### src/rtl/alu_exec_ctrl.sv
// Execute-stage ALU controller and datapath.
// Decodes alu_op/funct and produces single-cycle results. MULT/MULTU run as
// iterative shift-add over DATA_W cycles into internal HI/LO.
// Build option ALU_DIV_EN: when defined, DIV/DIVU run as an iterative restoring
// divider with the same latency. When undefined, they complete in one cycle and
// leave HI/LO untouched.
module alu_exec_ctrl #(
  parameter int DATA_W = 32,
  parameter int CNT_W  = $clog2(DATA_W)
) (
  input  logic              clk,
  input  logic              rst_n,
  input  logic              in_valid,
  output logic              in_ready,
  input  logic              flush,
  input  logic [1:0]        alu_op,
  input  logic [5:0]        funct,
  input  logic [DATA_W-1:0] op_a,
  input  logic [DATA_W-1:0] op_b,
  output logic [3:0]        operation,
  output logic              out_valid,
  output logic              out_wb,
  output logic [DATA_W-1:0] result
);

  localparam logic [1:0] ST_IDLE = 2'd0;
  localparam logic [1:0] ST_MUL  = 2'd1;
`ifdef ALU_DIV_EN
  localparam logic [1:0] ST_DIV  = 2'd2;
`endif

  localparam logic [3:0] OP_ADD  = 4'b0010;
  localparam logic [3:0] OP_SUB  = 4'b0110;
  localparam logic [3:0] OP_AND  = 4'b0000;
  localparam logic [3:0] OP_OR   = 4'b0001;
  localparam logic [3:0] OP_SLT  = 4'b0111;
  localparam logic [3:0] OP_NOR  = 4'b1100;
  localparam logic [3:0] OP_MUL  = 4'b1000;
  localparam logic [3:0] OP_DIV  = 4'b1001;
  localparam logic [3:0] OP_MFHI = 4'b1010;
  localparam logic [3:0] OP_MFLO = 4'b1011;

  // Unknown funct codes fall back to slt, matching the legacy decoder.
  function automatic logic [3:0] decode_op(input logic [1:0] aop, input logic [5:0] fn);
    logic [3:0] code;
    case (aop)
      2'b00:   code = OP_ADD;
      2'b01:   code = OP_SUB;
      2'b11:   code = OP_SLT;
      default: begin
        case (fn)
          6'b000000, 6'b100000: code = OP_ADD;
          6'b100010:            code = OP_SUB;
          6'b100100:            code = OP_AND;
          6'b100101:            code = OP_OR;
          6'b101010:            code = OP_SLT;
          6'b100111:            code = OP_NOR;
          6'b011000, 6'b011001: code = OP_MUL;
          6'b011010, 6'b011011: code = OP_DIV;
          6'b010000:            code = OP_MFHI;
          6'b010010:            code = OP_MFLO;
          default:              code = OP_SLT;
        endcase
      end
    endcase
    return code;
  endfunction

  function automatic logic [DATA_W-1:0] alu_calc(input logic [3:0] code,
                                                 input logic [DATA_W-1:0] a,
                                                 input logic [DATA_W-1:0] b,
                                                 input logic [DATA_W-1:0] hi_v,
                                                 input logic [DATA_W-1:0] lo_v);
    logic signed [DATA_W-1:0] sa;
    logic signed [DATA_W-1:0] sb;
    logic [DATA_W-1:0]        r;
    sa = signed'(a);
    sb = signed'(b);
    case (code)
      OP_ADD:  r = a + b;
      OP_SUB:  r = a - b;
      OP_AND:  r = a & b;
      OP_OR:   r = a | b;
      OP_NOR:  r = ~(a | b);
      OP_MFHI: r = hi_v;
      OP_MFLO: r = lo_v;
      default: r = {{(DATA_W-1){1'b0}}, (sa < sb)};
    endcase
    return r;
  endfunction

  // Magnitude for signed ops; unsigned ops pass the raw value through.
  function automatic logic [DATA_W-1:0] mag(input logic [DATA_W-1:0] v, input logic sgn);
    return (sgn && v[DATA_W-1]) ? (~v + 1'b1) : v;
  endfunction

  logic [1:0]          state;
  logic [CNT_W-1:0]    cnt;
  logic [DATA_W-1:0]   acc_hi;
  logic [DATA_W-1:0]   acc_lo;
  logic [DATA_W-1:0]   mcand;
  logic                sign_q;
  logic [DATA_W-1:0]   hi;
  logic [DATA_W-1:0]   lo;

  logic [3:0]          dec_op;
  logic                is_signed;
  logic                neg_a;
  logic                neg_b;
  logic [DATA_W:0]     mul_sum;
  logic [DATA_W-1:0]   mul_hi_nx;
  logic [DATA_W-1:0]   mul_lo_nx;
  logic [2*DATA_W-1:0] prod_raw;
  logic [2*DATA_W-1:0] prod;

  assign in_ready  = (state == ST_IDLE);
  assign dec_op    = decode_op(alu_op, funct);
  assign is_signed = ~funct[0];
  assign neg_a     = is_signed & op_a[DATA_W-1];
  assign neg_b     = is_signed & op_b[DATA_W-1];

  // One shift-add step: conditionally add multiplicand into the high half, then shift right.
  always_comb begin
    mul_sum   = {1'b0, acc_hi} + (acc_lo[0] ? {1'b0, mcand} : {(DATA_W+1){1'b0}});
    mul_hi_nx = mul_sum[DATA_W:1];
    mul_lo_nx = {mul_sum[0], acc_lo[DATA_W-1:1]};
    prod_raw  = {mul_hi_nx, mul_lo_nx};
    prod      = sign_q ? (~prod_raw + 1'b1) : prod_raw;
  end

`ifdef ALU_DIV_EN
  logic                sign_r;
  logic                div_zero;
  logic [DATA_W:0]     div_shift;
  logic [DATA_W:0]     div_diff;
  logic                div_ge;
  logic [DATA_W-1:0]   div_hi_nx;
  logic [DATA_W-1:0]   div_lo_nx;
  logic [DATA_W-1:0]   quo;
  logic [DATA_W-1:0]   rem;

  // One restoring step: shift next dividend bit into the remainder, subtract if it fits.
  always_comb begin
    div_shift = {acc_hi, acc_lo[DATA_W-1]};
    div_diff  = div_shift - {1'b0, mcand};
    div_ge    = (div_shift >= {1'b0, mcand});
    div_hi_nx = div_ge ? div_diff[DATA_W-1:0] : div_shift[DATA_W-1:0];
    div_lo_nx = {acc_lo[DATA_W-2:0], div_ge};
    quo       = sign_q ? (~div_lo_nx + 1'b1) : div_lo_nx;
    rem       = sign_r ? (~div_hi_nx + 1'b1) : div_hi_nx;
  end
`endif

  // Control FSM, iterative datapath and registered outputs.
  always_ff @(posedge clk or negedge rst_n) begin
    if (!rst_n) begin
      state     <= ST_IDLE;
      cnt       <= '0;
      acc_hi    <= '0;
      acc_lo    <= '0;
      mcand     <= '0;
      sign_q    <= 1'b0;
      hi        <= '0;
      lo        <= '0;
      operation <= 4'b0000;
      out_valid <= 1'b0;
      out_wb    <= 1'b0;
      result    <= '0;
`ifdef ALU_DIV_EN
      sign_r    <= 1'b0;
      div_zero  <= 1'b0;
`endif
    end else begin
      out_valid <= 1'b0;
      case (state)
        ST_IDLE: begin
          if (!flush && in_valid) begin
            operation <= dec_op;
            if (dec_op == OP_MUL) begin
              acc_hi <= '0;
              acc_lo <= mag(op_a, is_signed);
              mcand  <= mag(op_b, is_signed);
              sign_q <= neg_a ^ neg_b;
              cnt    <= CNT_W'(DATA_W-1);
              out_wb <= 1'b0;
              state  <= ST_MUL;
            end else if (dec_op == OP_DIV) begin
`ifdef ALU_DIV_EN
              acc_hi   <= (op_b == '0) ? op_a : '0;
              acc_lo   <= mag(op_a, is_signed);
              mcand    <= mag(op_b, is_signed);
              sign_q   <= neg_a ^ neg_b;
              sign_r   <= neg_a;
              div_zero <= (op_b == '0);
              cnt      <= CNT_W'(DATA_W-1);
              out_wb   <= 1'b0;
              state    <= ST_DIV;
`else
              result    <= lo;
              out_valid <= 1'b1;
              out_wb    <= 1'b0;
`endif
            end else begin
              result    <= alu_calc(dec_op, op_a, op_b, hi, lo);
              out_valid <= 1'b1;
              out_wb    <= 1'b1;
            end
          end
        end
        ST_MUL: begin
          if (flush) begin
            state <= ST_IDLE;
          end else begin
            acc_hi <= mul_hi_nx;
            acc_lo <= mul_lo_nx;
            cnt    <= cnt - CNT_W'(1);
            if (cnt == '0) begin
              hi        <= prod[2*DATA_W-1:DATA_W];
              lo        <= prod[DATA_W-1:0];
              result    <= prod[DATA_W-1:0];
              out_valid <= 1'b1;
              out_wb    <= 1'b0;
              state     <= ST_IDLE;
            end
          end
        end
`ifdef ALU_DIV_EN
        ST_DIV: begin
          if (flush) begin
            state <= ST_IDLE;
          end else begin
            if (!div_zero) begin
              acc_hi <= div_hi_nx;
              acc_lo <= div_lo_nx;
            end
            cnt <= cnt - CNT_W'(1);
            if (cnt == '0) begin
              hi        <= div_zero ? acc_hi : rem;
              lo        <= div_zero ? {DATA_W{1'b1}} : quo;
              result    <= div_zero ? {DATA_W{1'b1}} : quo;
              out_valid <= 1'b1;
              out_wb    <= 1'b0;
              state     <= ST_IDLE;
            end
          end
        end
`endif
        default: state <= ST_IDLE;
      endcase
    end
  end

endmodule

### config.mk
export PLATFORM = sky130hd
export DESIGN_NAME = alu_exec_ctrl
export DESIGN_NICKNAME = d
export VERILOG_FILES = /design/src/rtl/alu_exec_ctrl.sv
export SDC_FILE = /design/constraint.sdc
export NUM_CORES = 1
export LEC_CHECK = 0
export BUFFER_PORTS_ARGS = -buffer_cell sky130_fd_sc_hd__clkbuf_2
export CORE_MARGIN = 1.5
export CORE_UTILIZATION = 30
export DETAILED_ROUTE_END_ITERATION = 8
export GPL_TIMING_DRIVEN = 0
export PLACE_DENSITY_LB_ADDON = 0.25
export SLEW_MARGIN = 40
export SYNTH_ARGS = -nofsm -noshare
export SYNTH_HDL_FRONTEND = slang
export SYNTH_SLANG_ARGS = --single-unit
### constraint.sdc
create_clock -name clk -period 10.4 [get_ports clk]
set_input_delay 3.12 -clock clk [delete_from_list [all_inputs] [get_ports clk]]
set_output_delay 3.12 -clock clk [all_outputs]
set_load 0.1 [all_outputs]
==> results by group <==
STA
  • Final slew viol count: 0
  • Unrepaired setup endpoints after global routing: no
  • Rel. slew slack: 0.376
  • Final setup violation count: 0
  • Fmax: 140 MHz
  • Least-Margin Pin Slew: 0.936 ns
  • Final Hold Viols: 0
  • Crit share post-route: 0.689
  • Setup TNS: 0 ns
  • Final min period: 7.17 ns
  • Clock Skew: between 0.015 and 0.02 ns

Worst setup path
  • Reg2reg setup slack: 5.34 ns
  • CP max-delay cell: a2111oi_0
  • CP Class: in2reg
  • Critical path fanouts, max: 9
  • Required @ worst endpoint: 10.84 ns
  • Max incr delay on CP: 0.74 ns
  • CP arrival: 7.61 ns
  • Worst Setup SP: op_b[12]
  • Worst r2r src: acc_lo[0]
  • Cell mode on critical path: o21ai_0
  • CP cell instances: clkbuf_2, inv_1, ha_1, clkbuf_1, o21ai_0, a2111oi_0, nand2_1, nor3_1, o41ai_2, o31ai_1, a21o_1, a211o_1, a32oi_1, o21ai_0, a21oi_1
  • Worst Reg-to-Reg Cells: 15
  • Worst Setup EP: result[29]
  • Setup crit end kind: register
  • Reg2reg end: hi[31]
  • Critical Path Start Type: input port

Logic synthesis
  • Synthesized area per cell: 8.09 µm²
  • Ys Warns: 0
  • Sequential area share after synthesis: 0.293
  • Number of flops mapped to enable cells by yosys: 0
  • Ys flop type: dfrtp_1
  • Synth cell types: 85
  • Leading area contributor after synthesis: dfrtp_1
  • Post-Synthesis Cells: 2162
  • Top cell type's share of synthesized area: 0.293
  • Net Count, Synth: 2376
  • Synth area leaders: dfrtp_1 (29%), ha_1 (9.7%), xnor2_1 (5.6%)
  • #FFs+latches synth: 205
  • Cell Area, Synth: ~0.017 mm²
  • Post-synth ARST share: 1.00

GRT
  • Largest net degree at the start of global routing: 65
  • M1 GR Usage: 0.345
  • Total gr overflow: 0
  • GR peak layer: met2
  • GRT Total Usage: 0.251
  • First-pass GRT wire length: 113000 µm
  • Initial antenna violation count: 1
  • Met3 track demand over resource: 0.0286
  • Vias in the first global route: 17236
  • GR Layer Usage met2: 0.403

Floorplan
  • Initial Utilization: 0.303
  • Rows: 88
  • I/O Pins: 115
  • DIE AREA: ~0.060 mm²
  • Area of the core: 0.0577 mm²
  • Die X: 244 µm
  • Die H: around 240 µm

Clock network
  • Root Buffer: clkbuf_16
  • CTS Sinks: 205
  • Clock Pin Slew Worst Setup and Hold Paths: around 0.060 ns
  • Post-cts resize count: 0
  • Worst-skew pair later-pin latency: slightly below 0.6 ns
  • Max clock buf depth: 3
  • TritonCTS clock tree: done
  • Cts bufs inserted: 28
  • Post-CTS Setup Repair Bufs: 0
  • H-tree depth: 1
  • Post-CTS Hold Buffers: 0

Cells and area
  • Filler Cell Count: 6120
  • Fin nets: 2523
  • Area growth from synthesis to layout: 14.7%
  • Share of cells above drive strength 1: 0.0928
  • # diodes: 0
  • Cell Count, Final, Fillers Out: 3092
  • FF/Latch Area: about 0.005 mm²
  • Area of the multi-input gates: 0.0114 mm²
  • Utilization after layout: 0.348

Routing
  • DR pass1 iterations: 6
  • Via density: approximately 5.8
  • Post-DRT Antenna Nets: 0
  • DRC viols: 0
  • Via count: approximately 18000
  • Initial DRC Count: 1596
  • WL final: between 70000 and 80000 µm
  • Wirelength per Cell: 24.8 µm

Run
  • Maxcap violations: 0

Placed design
  • Port bufs: 114
  • Cell count after placement: 3044
  • Post-DP HPWL: roughly 61000 µm
  • RD Place Congestion: 0.990

Status
  • Outcome: complete, no violations

Worst hold path
  • Min-delay worst type: reg2reg

Power
  • P_leak: 8.68 nW
  • Peak supply drop: 0.113 mV
  • PD cells: approximately 120 mW/mm²
[registers in the layout (all words and copies together) (netlist names), 4 cells and up]
| name | cells |
|---|---|
| hi | 32 |
| acc_lo | 32 |
| acc_hi | 32 |
| cnt | 5 |
| mcand | 32 |
| result | 32 |
| operation | 4 |
| lo | 32 |
[cell families (layout without fill, tap and decap cells)]
logic type / Yosys count / after routing / synth area share
multiplexers: 7 / 7 / 0.00401
adder cells (fa/ha/maj): 138 / 138 / 0.100
flip-flops: 205 / 205 / 0.293
buffers and inverters: 244 / 409 / 0.0536
XOR/XNOR: 176 / 176 / 0.0882
AO/OA/AOI/OAI: 759 / 759 / 0.287
AND/OR/NAND/NOR: 633 / 633 / 0.174
[worst min-delay path by stage]
| stage | from | endpoint | slack (ns) | cells after the start |
|---|---|---|---|---|
| final | result[15] | result[15] | 0.47 | 1 |
| after global routing | result[10] | result[10] | 0.50 | 1 |
| after CTS | result[16] | result[16] | 0.48 | 1 |
| after detailed placement | lo[11] | lo[11] | 0.47 | 2 |
| after global placement | result[10] | result[10] | 0.46 | 1 |
| after floorplan | mcand[31] | mcand[31] | 0.44 | 2 |
[report_power, final]
part	internal [mW]	leakage (nW)	switching, mW
Combinational	0.164	5.44	0.488
Sequential	0.823	2.79	0.0170
Clock	0.592	0.451	0.398
[critical path: cells and delay by family]
family,cells,cell delay [ns]
AOI/OAI and AO/OA,9,2.57
buffers and inverters,3,0.73
and+or+nand+nor,2,0.85
adders and majority gates,1,0.34
[metrics by stage]
| stage | instance area (µm²) | total power, mW | setup slack, ns | hold slack [ns] |
|---|---|---|---|---|
| floorplan | 17500 | 1.28 | 4.29 | 0.442 |
| global placement | 19000 | 1.49 | 1.78 | 0.459 |
| detailed placement | 19100 | 1.49 | 2.67 | 0.470 |
| CTS | 20000 | 2.49 | 3.24 | 0.482 |
| global route | 20100 | 2.56 | 3.14 | 0.499 |
| finish | 20100 | 2.48 | 3.23 | 0.474 |
[layout make-up]
type / instances / share of cell area
sequential: 205 / 0.256
buffer: 128 / 0.0253
tap: 765 / 0.0477
timing repair buffer: 117 / 0.0330
multi-input combinational: 1713 / 0.571
clock buffer: 35 / 0.0383
inverter: 116 / 0.0217
clock inverter: 13 / 0.00742
[cell usage after synthesis, drive strengths merged, types with 18 or more instances]
master and number:
a211oi 30, or3 18, nor2 178, a221oi 63, clkbuf 115, and2 41
dfrtp 205, xnor2 111, nor3 39, o22ai 30, nand2 214, nand4 21
o31ai 33, inv 115, o41ai 20, a22o 32, a21oi 163, ha 135
o21ai 201, a31oi 21, nand3 24, xor2 65, a21o 27, o21bai 20
o211ai 27
[cells in the final DEF (no fill, tap or decap), types with 8 or more instances in the layout]
cell,instances
a211oi_1,28
nand3_1,24
a31oi_1,21
or4_1,11
clkbuf_2,118
o211ai_1,27
and3_1,12
xnor2_1,111
ha_1,135
nor2b_1,14
a21o_1,27
and2_1,40
a221oi_1,63
o31a_1,8
xor2_1,65
or2_2,11
nor4_1,12
a22o_1,32
a41oi_1,8
nand2b_1,13
dfrtp_1,205
nor2_1,178
nand4_1,21
inv_1,115
a21oi_1,163
o31ai_1,31
a22oi_1,8
a2111oi_0,8
clkbuf_1,115
nor3_1,37
o41ai_1,18
or3_1,14
o21ai_0,193
o22ai_1,30
clkbuf_16,29
o21a_1,13
o21bai_1,20
nand2_1,214
[routing by layer]
layer | up-vias | part of all wire
li1 | 8163 | -
met1 | 8789 | 0.44
met2 | 798 | 0.45
met3 | 152 | 0.067
met4 | 2 | 0.040
met5 | - | 0.00017
Power figures use the tool's default switching activity.
